===== src/rtl/rd_line_dma_pkg.sv =====
// Shared types and constants for the line-read DMA: FSM state encoding,
// MCB instruction codes and the internal index widths.
package rd_line_dma_pkg;

    typedef enum logic [2:0] {
        ST_IDLE  = 3'd0,
        ST_ISSUE = 3'd1,
        ST_CMD   = 3'd2,
        ST_DATA  = 3'd3,
        ST_NEXT  = 3'd4
    } state_e;

    typedef enum logic [2:0] {
        MCB_WRITE = 3'b000,
        MCB_READ  = 3'b001
    } mcb_instr_e;

    // Index widths sized for the largest legal parameter values.
    localparam int LINE_W  = 16;
    localparam int CH_W    = 2;
    localparam int BURST_W = 8;
    localparam int WCNT_W  = 7;

endpackage


===== src/rtl/rd_line_dma_if.sv =====
// MCB command/read port plus downstream FIFO write port of the line-read DMA.
interface rd_line_dma_if #(
    parameter int DWIDTH = 128
);
    logic              mcb_cmd_en;
    logic [2:0]        mcb_cmd_instr;
    logic [5:0]        mcb_cmd_bl;
    logic [29:0]       mcb_cmd_byte_addr;
    logic              mcb_cmd_full;
    logic              mcb_rd_en;
    logic [DWIDTH-1:0] mcb_rd_data;
    logic              mcb_rd_empty;
    logic [6:0]        mcb_rd_count;
    logic              fifo_wr_en;
    logic [DWIDTH-1:0] fifo_wr_data;
    logic              fifo_full;

    modport master (
        output mcb_cmd_en, mcb_cmd_instr, mcb_cmd_bl, mcb_cmd_byte_addr,
        input  mcb_cmd_full,
        output mcb_rd_en,
        input  mcb_rd_data, mcb_rd_empty, mcb_rd_count,
        output fifo_wr_en, fifo_wr_data,
        input  fifo_full
    );

    modport slave (
        input  mcb_cmd_en, mcb_cmd_instr, mcb_cmd_bl, mcb_cmd_byte_addr,
        output mcb_cmd_full,
        input  mcb_rd_en,
        output mcb_rd_data, mcb_rd_empty, mcb_rd_count,
        input  fifo_wr_en, fifo_wr_data,
        output fifo_full
    );

endinterface


===== src/rtl/rd_line_dma_addr_gen.sv =====
// Combinational MCB byte-address generator for one burst of a line fetch.
module rd_line_addr_gen
    import rd_line_dma_pkg::*;
#(
    parameter int DWIDTH            = 128,
    parameter int BRST_LEN          = 45,
    parameter int CH_STRIDE_BYTE    = 1440,
    parameter int HSTART_BYTE       = 0,
    parameter int LINE_STRIDE_BYTE  = 4096,
    parameter int FRAME_OFFSET_BYTE = 4194304
) (
    input  logic               frame,
    input  logic [LINE_W-1:0]  line,
    input  logic [CH_W-1:0]    ch_idx,
    input  logic [BURST_W-1:0] burst_idx,
    output logic [29:0]        addr
);
    localparam int BURST_BYTES = BRST_LEN * (DWIDTH / 8);

    logic [29:0] frame_term_s;
    logic [29:0] line_term_s;
    logic [29:0] ch_term_s;
    logic [29:0] burst_term_s;

    // Every term is reduced modulo 2^30 so the sum wraps like the full-width address.
    assign frame_term_s = frame ? 30'(FRAME_OFFSET_BYTE) : 30'd0;
    assign line_term_s  = 30'(64'(line) * 64'(LINE_STRIDE_BYTE));
    assign ch_term_s    = 30'(64'(ch_idx) * 64'(CH_STRIDE_BYTE));
    assign burst_term_s = 30'(64'(burst_idx) * 64'(BURST_BYTES));

    assign addr = frame_term_s + line_term_s + 30'(HSTART_BYTE) + ch_term_s + burst_term_s;

endmodule


===== src/rtl/rd_line_dma.sv =====
// Line-read DMA: fetches NCH x BRST_NUM bursts of one video line from the MCB
// into a downstream FIFO. Define RD_LINE_DMA_ARB_EN to gate commands on arb_idle.
module rd_line_dma
    import rd_line_dma_pkg::*;
#(
    parameter int DWIDTH            = 128,
    parameter int BRST_LEN          = 45,
    parameter int BRST_NUM          = 2,
    parameter int NCH               = 2,
    parameter int CH_STRIDE_BYTE    = 1440,
    parameter int HSTART_BYTE       = 0,
    parameter int VSTART            = 0,
    parameter int LINE_DEPTH        = 900,
    parameter int LINE_STRIDE_BYTE  = 4096,
    parameter int FRAME_OFFSET_BYTE = 4194304,
    parameter int RD_THRESH         = 8
) (
    input  logic          memclk,
    input  logic          mem_rst,
    input  logic          start,
    input  logic          vs_clr,
    input  logic          frame_sel,
    input  logic          arb_idle,
    output logic          done,
    output logic          busy,
    rd_line_dma_if.master bus
);
    state_e             state_r;
    logic               frame_r;
    logic [LINE_W-1:0]  line_r;
    logic [CH_W-1:0]    ch_r;
    logic [BURST_W-1:0] burst_r;
    logic [WCNT_W-1:0]  wcnt_r;
    logic               vs_pend_r;
    logic               done_r;
    logic               busy_r;
    logic               cmd_en_r;
    logic [2:0]         cmd_instr_r;
    logic [5:0]         cmd_bl_r;
    logic [29:0]        cmd_addr_r;

    logic [29:0]        addr_s;
    logic               grant_s;
    logic               accept_s;
    logic               data_ready_s;

`ifdef RD_LINE_DMA_ARB_EN
    assign grant_s = arb_idle;
`else
    logic arb_unused_s;
    assign arb_unused_s = arb_idle;
    assign grant_s      = 1'b1;
`endif

    rd_line_addr_gen #(
        .DWIDTH            (DWIDTH),
        .BRST_LEN          (BRST_LEN),
        .CH_STRIDE_BYTE    (CH_STRIDE_BYTE),
        .HSTART_BYTE       (HSTART_BYTE),
        .LINE_STRIDE_BYTE  (LINE_STRIDE_BYTE),
        .FRAME_OFFSET_BYTE (FRAME_OFFSET_BYTE)
    ) u_addr_gen (
        .frame     (frame_r),
        .line      (line_r),
        .ch_idx    (ch_r),
        .burst_idx (burst_r),
        .addr      (addr_s)
    );

    // Word transfer strobe: one MCB pop per FIFO push, only while draining.
    always_comb begin
        accept_s = 1'b0;
        if (state_r == ST_DATA) begin
            accept_s = ~bus.mcb_rd_empty & ~bus.fifo_full;
        end else begin
            accept_s = 1'b0;
        end
    end

    assign data_ready_s      = ~bus.mcb_rd_empty && (32'(bus.mcb_rd_count) >= 32'(RD_THRESH));
    assign bus.mcb_rd_en     = accept_s;
    assign bus.fifo_wr_en    = accept_s;
    assign bus.fifo_wr_data  = bus.mcb_rd_data;
    assign bus.mcb_cmd_en    = cmd_en_r;
    assign bus.mcb_cmd_instr = cmd_instr_r;
    assign bus.mcb_cmd_bl    = cmd_bl_r;
    assign bus.mcb_cmd_byte_addr = cmd_addr_r;
    assign done              = done_r;
    assign busy              = busy_r;

    // Line-fetch FSM with burst/channel/line bookkeeping and registered outputs.
    always_ff @(posedge memclk) begin
        if (mem_rst) begin
            state_r     <= ST_IDLE;
            frame_r     <= 1'b0;
            line_r      <= LINE_W'(VSTART);
            ch_r        <= {CH_W{1'b0}};
            burst_r     <= {BURST_W{1'b0}};
            wcnt_r      <= {WCNT_W{1'b0}};
            vs_pend_r   <= 1'b0;
            done_r      <= 1'b0;
            busy_r      <= 1'b0;
            cmd_en_r    <= 1'b0;
            cmd_instr_r <= 3'b000;
            cmd_bl_r    <= 6'd0;
            cmd_addr_r  <= 30'd0;
        end else begin
            cmd_en_r <= 1'b0;
            done_r   <= 1'b0;
            // A vsync seen mid-line is deferred to the line-completion update.
            if (vs_clr && (state_r != ST_IDLE)) begin
                vs_pend_r <= 1'b1;
            end
            case (state_r)
                ST_IDLE: begin
                    if (vs_clr) begin
                        line_r    <= LINE_W'(VSTART);
                        vs_pend_r <= 1'b0;
                    end
                    if (start && !done_r) begin
                        state_r <= ST_ISSUE;
                        busy_r  <= 1'b1;
                        frame_r <= frame_sel;
                        ch_r    <= {CH_W{1'b0}};
                        burst_r <= {BURST_W{1'b0}};
                        wcnt_r  <= {WCNT_W{1'b0}};
                    end
                end
                ST_ISSUE: begin
                    if (!bus.mcb_cmd_full && grant_s) begin
                        cmd_en_r    <= 1'b1;
                        cmd_instr_r <= MCB_READ;
                        cmd_bl_r    <= 6'(BRST_LEN - 1);
                        cmd_addr_r  <= addr_s;
                        state_r     <= ST_CMD;
                    end
                end
                ST_CMD: begin
                    if (data_ready_s) begin
                        state_r <= ST_DATA;
                    end
                end
                ST_DATA: begin
                    if (accept_s) begin
                        if (wcnt_r == WCNT_W'(BRST_LEN - 1)) begin
                            wcnt_r  <= {WCNT_W{1'b0}};
                            state_r <= ST_NEXT;
                        end else begin
                            wcnt_r <= wcnt_r + WCNT_W'(1);
                        end
                    end
                end
                ST_NEXT: begin
                    if (burst_r == BURST_W'(BRST_NUM - 1)) begin
                        burst_r <= {BURST_W{1'b0}};
                        if (ch_r == CH_W'(NCH - 1)) begin
                            ch_r      <= {CH_W{1'b0}};
                            done_r    <= 1'b1;
                            busy_r    <= 1'b0;
                            vs_pend_r <= 1'b0;
                            state_r   <= ST_IDLE;
                            if (vs_pend_r || vs_clr) begin
                                line_r <= LINE_W'(VSTART);
                            end else if (line_r == LINE_W'(VSTART + LINE_DEPTH - 1)) begin
                                line_r <= LINE_W'(VSTART);
                            end else begin
                                line_r <= line_r + LINE_W'(1);
                            end
                        end else begin
                            ch_r    <= ch_r + CH_W'(1);
                            state_r <= ST_ISSUE;
                        end
                    end else begin
                        burst_r <= burst_r + BURST_W'(1);
                        state_r <= ST_ISSUE;
                    end
                end
                default: begin
                    state_r <= ST_IDLE;
                    busy_r  <= 1'b0;
                end
            endcase
        end
    end

endmodule


===== src/flat_wrapper.sv =====
// flat-port wrapper written by rule: the top's interface ports become plain ports
module rd_line_dma_flat import rd_line_dma_pkg::*;
#(
    parameter int DWIDTH            = 128,
    parameter int BRST_LEN          = 45,
    parameter int BRST_NUM          = 2,
    parameter int NCH               = 2,
    parameter int CH_STRIDE_BYTE    = 1440,
    parameter int HSTART_BYTE       = 0,
    parameter int VSTART            = 0,
    parameter int LINE_DEPTH        = 900,
    parameter int LINE_STRIDE_BYTE  = 4096,
    parameter int FRAME_OFFSET_BYTE = 4194304,
    parameter int RD_THRESH         = 8
)
  (memclk, mem_rst, start, vs_clr, frame_sel, arb_idle, done, busy, bus_mcb_cmd_en, bus_mcb_cmd_instr, bus_mcb_cmd_bl, bus_mcb_cmd_byte_addr, bus_mcb_cmd_full, bus_mcb_rd_en, bus_mcb_rd_data, bus_mcb_rd_empty, bus_mcb_rd_count, bus_fifo_wr_en, bus_fifo_wr_data, bus_fifo_full);
  rd_line_dma_if #(.DWIDTH(DWIDTH)) bus_i ();
  input  logic memclk;
  input  logic mem_rst;
  input  logic start;
  input  logic vs_clr;
  input  logic frame_sel;
  input  logic arb_idle;
  output logic done;
  output logic busy;
  output wire logic [$bits(bus_i.mcb_cmd_en)-1:0] bus_mcb_cmd_en;
  output wire logic [$bits(bus_i.mcb_cmd_instr)-1:0] bus_mcb_cmd_instr;
  output wire logic [$bits(bus_i.mcb_cmd_bl)-1:0] bus_mcb_cmd_bl;
  output wire logic [$bits(bus_i.mcb_cmd_byte_addr)-1:0] bus_mcb_cmd_byte_addr;
  input wire logic [$bits(bus_i.mcb_cmd_full)-1:0] bus_mcb_cmd_full;
  output wire logic [$bits(bus_i.mcb_rd_en)-1:0] bus_mcb_rd_en;
  input wire logic [$bits(bus_i.mcb_rd_data)-1:0] bus_mcb_rd_data;
  input wire logic [$bits(bus_i.mcb_rd_empty)-1:0] bus_mcb_rd_empty;
  input wire logic [$bits(bus_i.mcb_rd_count)-1:0] bus_mcb_rd_count;
  output wire logic [$bits(bus_i.fifo_wr_en)-1:0] bus_fifo_wr_en;
  output wire logic [$bits(bus_i.fifo_wr_data)-1:0] bus_fifo_wr_data;
  input wire logic [$bits(bus_i.fifo_full)-1:0] bus_fifo_full;
  assign bus_mcb_cmd_en = bus_i.mcb_cmd_en;
  assign bus_mcb_cmd_instr = bus_i.mcb_cmd_instr;
  assign bus_mcb_cmd_bl = bus_i.mcb_cmd_bl;
  assign bus_mcb_cmd_byte_addr = bus_i.mcb_cmd_byte_addr;
  assign bus_i.mcb_cmd_full = bus_mcb_cmd_full;
  assign bus_mcb_rd_en = bus_i.mcb_rd_en;
  assign bus_i.mcb_rd_data = bus_mcb_rd_data;
  assign bus_i.mcb_rd_empty = bus_mcb_rd_empty;
  assign bus_i.mcb_rd_count = bus_mcb_rd_count;
  assign bus_fifo_wr_en = bus_i.fifo_wr_en;
  assign bus_fifo_wr_data = bus_i.fifo_wr_data;
  assign bus_i.fifo_full = bus_fifo_full;
  rd_line_dma #(.DWIDTH(DWIDTH), .BRST_LEN(BRST_LEN), .BRST_NUM(BRST_NUM), .NCH(NCH), .CH_STRIDE_BYTE(CH_STRIDE_BYTE), .HSTART_BYTE(HSTART_BYTE), .VSTART(VSTART), .LINE_DEPTH(LINE_DEPTH), .LINE_STRIDE_BYTE(LINE_STRIDE_BYTE), .FRAME_OFFSET_BYTE(FRAME_OFFSET_BYTE), .RD_THRESH(RD_THRESH)) u_core (.memclk(memclk), .mem_rst(mem_rst), .start(start), .vs_clr(vs_clr), .frame_sel(frame_sel), .arb_idle(arb_idle), .done(done), .busy(busy), .bus(bus_i));
endmodule

===== config.mk =====
export PLATFORM = sky130hd
export DESIGN_NAME = rd_line_dma_flat
export DESIGN_NICKNAME = d
export VERILOG_FILES = /design/src/rtl/rd_line_dma_pkg.sv /design/src/rtl/rd_line_dma_if.sv /design/src/rtl/rd_line_dma_addr_gen.sv /design/src/rtl/rd_line_dma.sv /design/src/flat_wrapper.sv
export SDC_FILE = /design/constraint.sdc
export NUM_CORES = 1
export LEC_CHECK = 0
export ABC_AREA = 0
export BUFFER_PORTS_ARGS = -buffer_cell sky130_fd_sc_hd__buf_2
export CAP_MARGIN = 5
export CORE_MARGIN = 5
export CORE_UTILIZATION = 40
export DETAILED_ROUTE_END_ITERATION = 10
export GPL_ROUTABILITY_DRIVEN = 0
export GPL_TIMING_DRIVEN = 0
export PLACE_DENSITY = 0.77
export SLEW_MARGIN = 40
export SYNTH_ARGS = -nofsm -noshare
export SYNTH_HDL_FRONTEND = slang
export SYNTH_SLANG_ARGS = --single-unit

===== constraint.sdc =====
create_clock -name memclk -period 12.5 [get_ports memclk]
set_input_delay 1.25 -clock memclk [delete_from_list [all_inputs] [get_ports memclk]]
set_output_delay 1.25 -clock memclk [all_outputs]
set_load 0.03 [all_outputs]

Word-level counts from Yosys, hierarchy flattened

Index checks and enable logic that the tools add are counted.

Bitwise gates (word level): 8
$add $sub $neg: 7
Equality and inequality tests: 16
Magnitude comparators: 1
Reduce and logical (&&, ||, !) cells: 20
Multipliers: 2
Multiplexer cells: 38

Operator list:

| kind                                                   | count |
|---|---|
| two-way mux 16 bit                                     | 5 |
| case mux 16 bit (2 select lines)                       | 1 |
| adder 30 x 13 -> 30 bit                                | 1 |
| adder 30 x 18 -> 30 bit                                | 1 |
| adder 30 x 28 -> 30 bit                                | 1 |
| two-way mux 23 bit                                     | 1 |
| two-way mux 7 bit                                      | 3 |
| adder 16 x 1 -> 16 bit (second input constant)         | 1 |
| == test 16 x 10 -> 1 bit (second input constant)       | 1 |
| two-way mux 8 bit                                      | 2 |
| case mux 8 bit (2 select lines)                        | 1 |
| two-way mux 3 bit                                      | 5 |
| case mux 3 bit (5 select lines)                        | 1 |
| multiplier 8 x 6 -> 14 bit (second input constant)     | 1 |
| case mux 7 bit (2 select lines)                        | 1 |
| two-way mux 1 bit                                      | 12 |
| adder 8 x 1 -> 8 bit (second input constant)           | 1 |
| == test 8 x 1 -> 1 bit (second input constant)         | 1 |
| multiplier 2 x 6 -> 8 bit (second input constant)      | 1 |
| inequality test 2 x 1 -> 1 bit (second input constant) | 4 |
| inequality test 2 bit (second input constant)          | 4 |
| AND reduction 4 bit                                    | 2 |
| adder 7 x 1 -> 7 bit (second input constant)           | 1 |
| == test 7 x 6 -> 1 bit (second input constant)         | 1 |
| other kinds (23)                                       | 39 |

Output and inout port bits: 172
Bits of input ports: 144
Logic and storage cells: 105
Register bits after elaboration: 73

Depth between registers and ports, before layout

Depth in word-level cells: 6
Mapped depth: 22
Mapped depth without buffers: 22

Cells and area by module

A second synthesis with hierarchy kept.

Cells, all modules: 832
Area total of the unflattened synthesis: 6568.8 µm²

Modules (own cells, without submodules):

| module           | sequential area each (µm²) | cells an instance | times used | area each (µm²) |
|---|---|---|---|---|
| rd_line_dma      | 1441.4                     | 527               | 1          | 4204.0 |
| rd_line_addr_gen | 0.0                        | 305               | 1          | 2364.8 |

Worst setup path after synthesis

No wires, ideal clock.

Path kind: register to register
Start point: reg u_core.burst_r[0]
End point: reg u_core.cmd_addr_r[24] (netlist: u_core.bus.mcb_cmd_byte_addr[24])
Buffers on the path: 0
Setup slack: 7.452 ns
Library setup time: 0.074 ns
Data required time: 12.426 ns
Clock period less this slack: 5.048 ns
Cell stages (with the launch flop): 21
Arrival: 4.973 ns
Cell sequence: dfxtp_1 -> ha_1 -> ha_1 -> inv_1 -> fa_1 -> inv_1 -> ha_1 -> a21o_1 -> a21oi_1 -> o21ai_1 -> or4_1 -> a21o_1 -> o311ai_1 -> ha_1 -> ha_1 -> a21o_1 -> a211oi_1 -> nand2b_1 -> a21oi_1 -> or4b_1 -> a31oi_1

Word-level cells in the longest chain between the ends: 2

Ends and longest elaborated chain:

| what                       | RTL line                   | source |
|---|---|---|
| from (decl)                | rd_line_dma.sv:32          | `logic [BURST_W-1:0] burst_r;` |
| from (signal assigned)     | rd_line_dma.sv:98          | `burst_r <= {BURST_W{1'b0}};` |
| from (signal assigned)     | rd_line_dma.sv:125         | `burst_r <= {BURST_W{1'b0}};` |
| from (signal assigned)     | rd_line_dma.sv:155         | `burst_r <= {BURST_W{1'b0}};` |
| multiplier 8 x 6 -> 14 bit | rd_line_dma_addr_gen.sv:29 | `assign burst_term_s = 30'(64'(burst_idx) * 64'(BURST_BYTES));` |
| adder 30 x 18 -> 30 bit    | rd_line_dma_addr_gen.sv:31 | `assign addr = frame_term_s + line_term_s + 30'(HSTART_BYTE) + ch_term_s + burst_term_s;` |
| to (signal assigned)       | rd_line_dma.sv:134         | `cmd_addr_r <= addr_s;` |
| to (decl)                  | rd_line_dma.sv:40          | `logic [29:0] cmd_addr_r;` |

No other way between the ends.
A chain may end at the register's enable or synchronous reset.

Final worst setup path

Ends and elaborated chain as after synthesis.

==> metrics.cfg <==
[cts]
cts_made_buffers = 9
htreeDepth = 3
cts_post_setup_buffers_inserted = 0
clk_pin_slew_ns = 0.06
cts_root_buf = sky130_fd_sc_hd__clkbuf_16
cts_hold_buf = 0
clock_insertion_delay_worst_skew_ns = 0.34
cts_num_sinks = 67
clk_path_buf_depth = 2
cts-resized-gates = 0
cts_tree = done

[routing]
wl_met2_um = 7764
vias_per_cell = 4.946
met3WireLength_um = 1241
detail_route.iter0.violations = 325
drt_pass1_iterations = 5
post_drt_wl_per_cell_um = 13.64
routed_wirelength_um = 15520
num_vias = 5629
drt.antenna.violating_nets = 0
route.top_layer_used = met4
wl_met1_um = 6273
route.detailed.drc = 0

[worst_setup_path]
cp_data_required_time_ns = 12.77
end_kind = register
startpoint_type = register
r2r_start = u_core.burst_r[0]$_SDFFE_PP0P_
worstPathMaxFanout = 9
regToRegSetupSlack_ns = 6.89
length_in_cells_of_the_worst_reg_to_reg_path = 20
timing_worst_setup_path_type = reg -> reg
worst_ep_arrival_time_ns = 5.88
timing.rr.end = u_core.bus.mcb_cmd_byte_addr[24]$_SDFFE_PP0P_

[sta]
rsz_0062_raised_after_global_routing = no
fin_setup_tns_ns = 0
max_slew.worst_pin.slew_ns = 0.6590
slew_headroom = 0.5607
clock_skew_ns = 0.004787
layout_min_cycle_time_ns = 5.613
setup_viol_count_final = 0
maxSlewViolCount = 0
final_clock_period_utilization_by_the_worst_path = 0.4491
max_freq_ghz = 0.1782
hold_viol_final = 0

[status]
status = finished clean

[min_path]
hold_path_depth = 2
holdCritPathClass = reg -> reg
hold_path.startpoint = u_core.bus.mcb_cmd_byte_addr[16]$_SDFFE_PP0P_
min_delay_worst_endpoint = u_core.bus.mcb_cmd_byte_addr[16]$_SDFFE_PP0P_

[place]
dp_hpwl_um = 12630
place.port_buffers = 173
dpl.cell_count = 1122
postPlaceCellArea_um2 = 7163

[finish]
fin_nets = 1166
antenna_cells = 0
layout.cell_area.non_filler_um2 = 7468
fin_util = 0.5100
post_layout_nonfiller_instances = 1138
ff_latch_area_um2 = 1341
filler_instances = 1400
final_layout_size_suffix_gt1_frac = 0.3553
area.growth.synth_to_final_pct = 23.79
combined_area_of_the_multi_input_logic_cells_um2 = 3408

[synthesis]
yosys_warnings = 0
synthesis.instances = 756
postSynth.asyncResetShare = 0
cell_variety_after_synth = 59
synth_enable_flop_cells = 0
flip_flop_and_latch_count_after_synthesis = 67
yosys_most_used_dff = sky130_fd_sc_hd__dfxtp_1
synthesis.area_per_instance_um2 = 7.981
portion_of_the_post_synthesis_area_used_by_sequential_elements = 0.2223
syn_area_um2 = 6033

[pwr]
ir_drop_v = 0.00006346
power.leakage_nw = 3.855
pwr_per_cell_area_nw_per_um2 = 96.44

[run]
cap_violations = 0

[floorplan]
fp.dieArea_um2 = 17640
die-width_um = 132.8
die_height_um = 132.8
placement_rows = 44
ioPinCount = 316
coreArea_um2 = 14640
initial_core_util = 0.4120

[global_routing]
global_route.usage.total = 0.1667
number_of_antenna_violations_at_the_first_check_in_global_routing = 0
grt_pass1_wl_um = 24980
first_global_vias = 5158
gr-total-overflow = 0
largest_net_degree_at_the_start_of_global_routing = 12

[state kept, by name, indices dropped and copies added (netlist names)]
signal                        flops
u_core.bus.mcb_cmd_byte_addr     25
u_core.line_r                    16
u_core.burst_r                    8
u_core.wcnt_r                     7
u_core.state_r                    3
u_core.ch_r                       2
u_core.bus.mcb_cmd_en             1
u_core.bus.mcb_cmd_instr          1
u_core.busy                       1
u_core.done                       1
u_core.frame_r                    1
u_core.vs_pend_r                  1
[layout make-up]
type | count | share of cell area
inverter | 42 | 0.02111
timing repair buffer | 173 | 0.1159
clock inverter | 4 | 0.006534
sequential | 67 | 0.1796
clock buffer | 12 | 0.03434
tap | 184 | 0.03083
buffer | 166 | 0.1553
multi-input combinational | 490 | 0.4564
[cells in the final DEF (no fill, tap or decap), drive strengths merged, types with 6 or more instances in the layout]
cell / n
dfxtp: 67
o211ai: 6
conb: 10
a21oi: 47
a21o: 9
nor3: 15
xor2: 18
a211oi: 11
and3: 14
nand3: 20
xnor2: 18
clkbuf: 32
inv: 42
nor2b: 9
buf: 319
nand4: 12
nand2b: 8
or3: 12
o21ai: 32
ha: 62
fa: 11
nand2: 53
nor2: 62
[worst max path at each step]
stage / to / startpoint / slack (ns) / cells past startpoint
floorplan: u_core.bus.mcb_cmd_byte_addr[24]$_SDFFE_PP0P_ / u_core.burst_r[0]$_SDFFE_PP0P_ / 7.45 / 20
global placement: u_core.bus.mcb_cmd_byte_addr[24]$_SDFFE_PP0P_ / u_core.burst_r[0]$_SDFFE_PP0P_ / 6.96 / 20
detailed placement: u_core.bus.mcb_cmd_byte_addr[24]$_SDFFE_PP0P_ / u_core.burst_r[0]$_SDFFE_PP0P_ / 6.90 / 20
CTS: u_core.bus.mcb_cmd_byte_addr[24]$_SDFFE_PP0P_ / u_core.burst_r[0]$_SDFFE_PP0P_ / 6.88 / 20
global route: u_core.bus.mcb_cmd_byte_addr[24]$_SDFFE_PP0P_ / u_core.burst_r[0]$_SDFFE_PP0P_ / 6.48 / 20
finish: u_core.bus.mcb_cmd_byte_addr[24]$_SDFFE_PP0P_ / u_core.burst_r[0]$_SDFFE_PP0P_ / 6.89 / 20
[logic make-up after synthesis]
| logic type | share of synthesized area |
|---|---|
| AO/OA/AOI/OAI | 0.1363 |
| XOR/XNOR | 0.05226 |
| adder cells (fa/ha/maj) | 0.1651 |
| buffers and inverters | 0.2184 |
| flip-flops | 0.2223 |
| multiplexers | 0.006844 |
| other | 0.0006216 |
| AND/OR/NAND/NOR | 0.1983 |
[metrics by stage]
step / hold slack (ns) / setup slack (ns) / total power, W
floorplan: 0.4676 / 7.452 / 0.0004085
global placement: 0.4372 / 6.959 / 0.0004607
detailed placement: 0.4444 / 6.897 / 0.0004639
CTS: 0.4520 / 6.882 / 0.0007242
global route: 0.4695 / 6.479 / 0.0007517
finish: 0.4474 / 6.887 / 0.0007203
[worst max-delay path, cell delays in order, from the launching register on]
cell and delay, ns:
sky130_fd_sc_hd__dfxtp_1 0.50, sky130_fd_sc_hd__ha_1 0.32, sky130_fd_sc_hd__ha_1 0.29, sky130_fd_sc_hd__inv_1 0.06, sky130_fd_sc_hd__fa_1 0.55, sky130_fd_sc_hd__inv_1 0.06
sky130_fd_sc_hd__ha_1 0.28, sky130_fd_sc_hd__a21o_1 0.15, sky130_fd_sc_hd__a21oi_1 0.23, sky130_fd_sc_hd__o21ai_1 0.12, sky130_fd_sc_hd__or4_1 0.43, sky130_fd_sc_hd__nand2_1 0.12
sky130_fd_sc_hd__xnor2_1 0.17, sky130_fd_sc_hd__ha_1 0.29, sky130_fd_sc_hd__ha_1 0.40, sky130_fd_sc_hd__a21oi_1 0.18, sky130_fd_sc_hd__o21ai_1 0.11, sky130_fd_sc_hd__a211oi_1 0.37
sky130_fd_sc_hd__a21oi_1 0.26, sky130_fd_sc_hd__or4b_1 0.51, sky130_fd_sc_hd__a31oi_1 0.16
[cells in the mapped netlist (all sizes together), types with 4 or more instances]
cell	count	area, um2
nand3	20	100.1
fa	11	220.2
nand2b	8	50.05
a211o	4	35.03
xnor2	18	157.7
nor2b	9	56.30
buf	146	1085
or3b	4	35.03
nand2	53	198.9
xor2	18	157.7
nand4	12	75.07
o211ai	6	45.04
nand3b	4	30.03
a21o	9	67.56
a21oi	47	235.2
nor2	62	232.7
o21ai	32	160.2
ha	62	775.7
or3	12	75.07
a211oi	11	82.58
clkbuf	20	75.07
dfxtp	67	1341
nor3	15	80.08
nor4b	4	50.05
and3	14	87.58
inv	42	157.7
[report_power, final]
group	total, W	switching [W]	internal [W]
logic	0.000227	0.000147	0.0000798
clock network	0.000261	0.0000959	0.000165
registers	0.000232	0.00000680	0.000225
[per-layer routing]
layer / vias up / GRT usage
met2: 222 / 0.2923
met5: - / 0
met3: 19 / 0.04366
li1: 2825 / -
met1: 2563 / 0.2028
met4: 0 / 0.04157
Note: power is estimated with default switching activity, not from simulation.
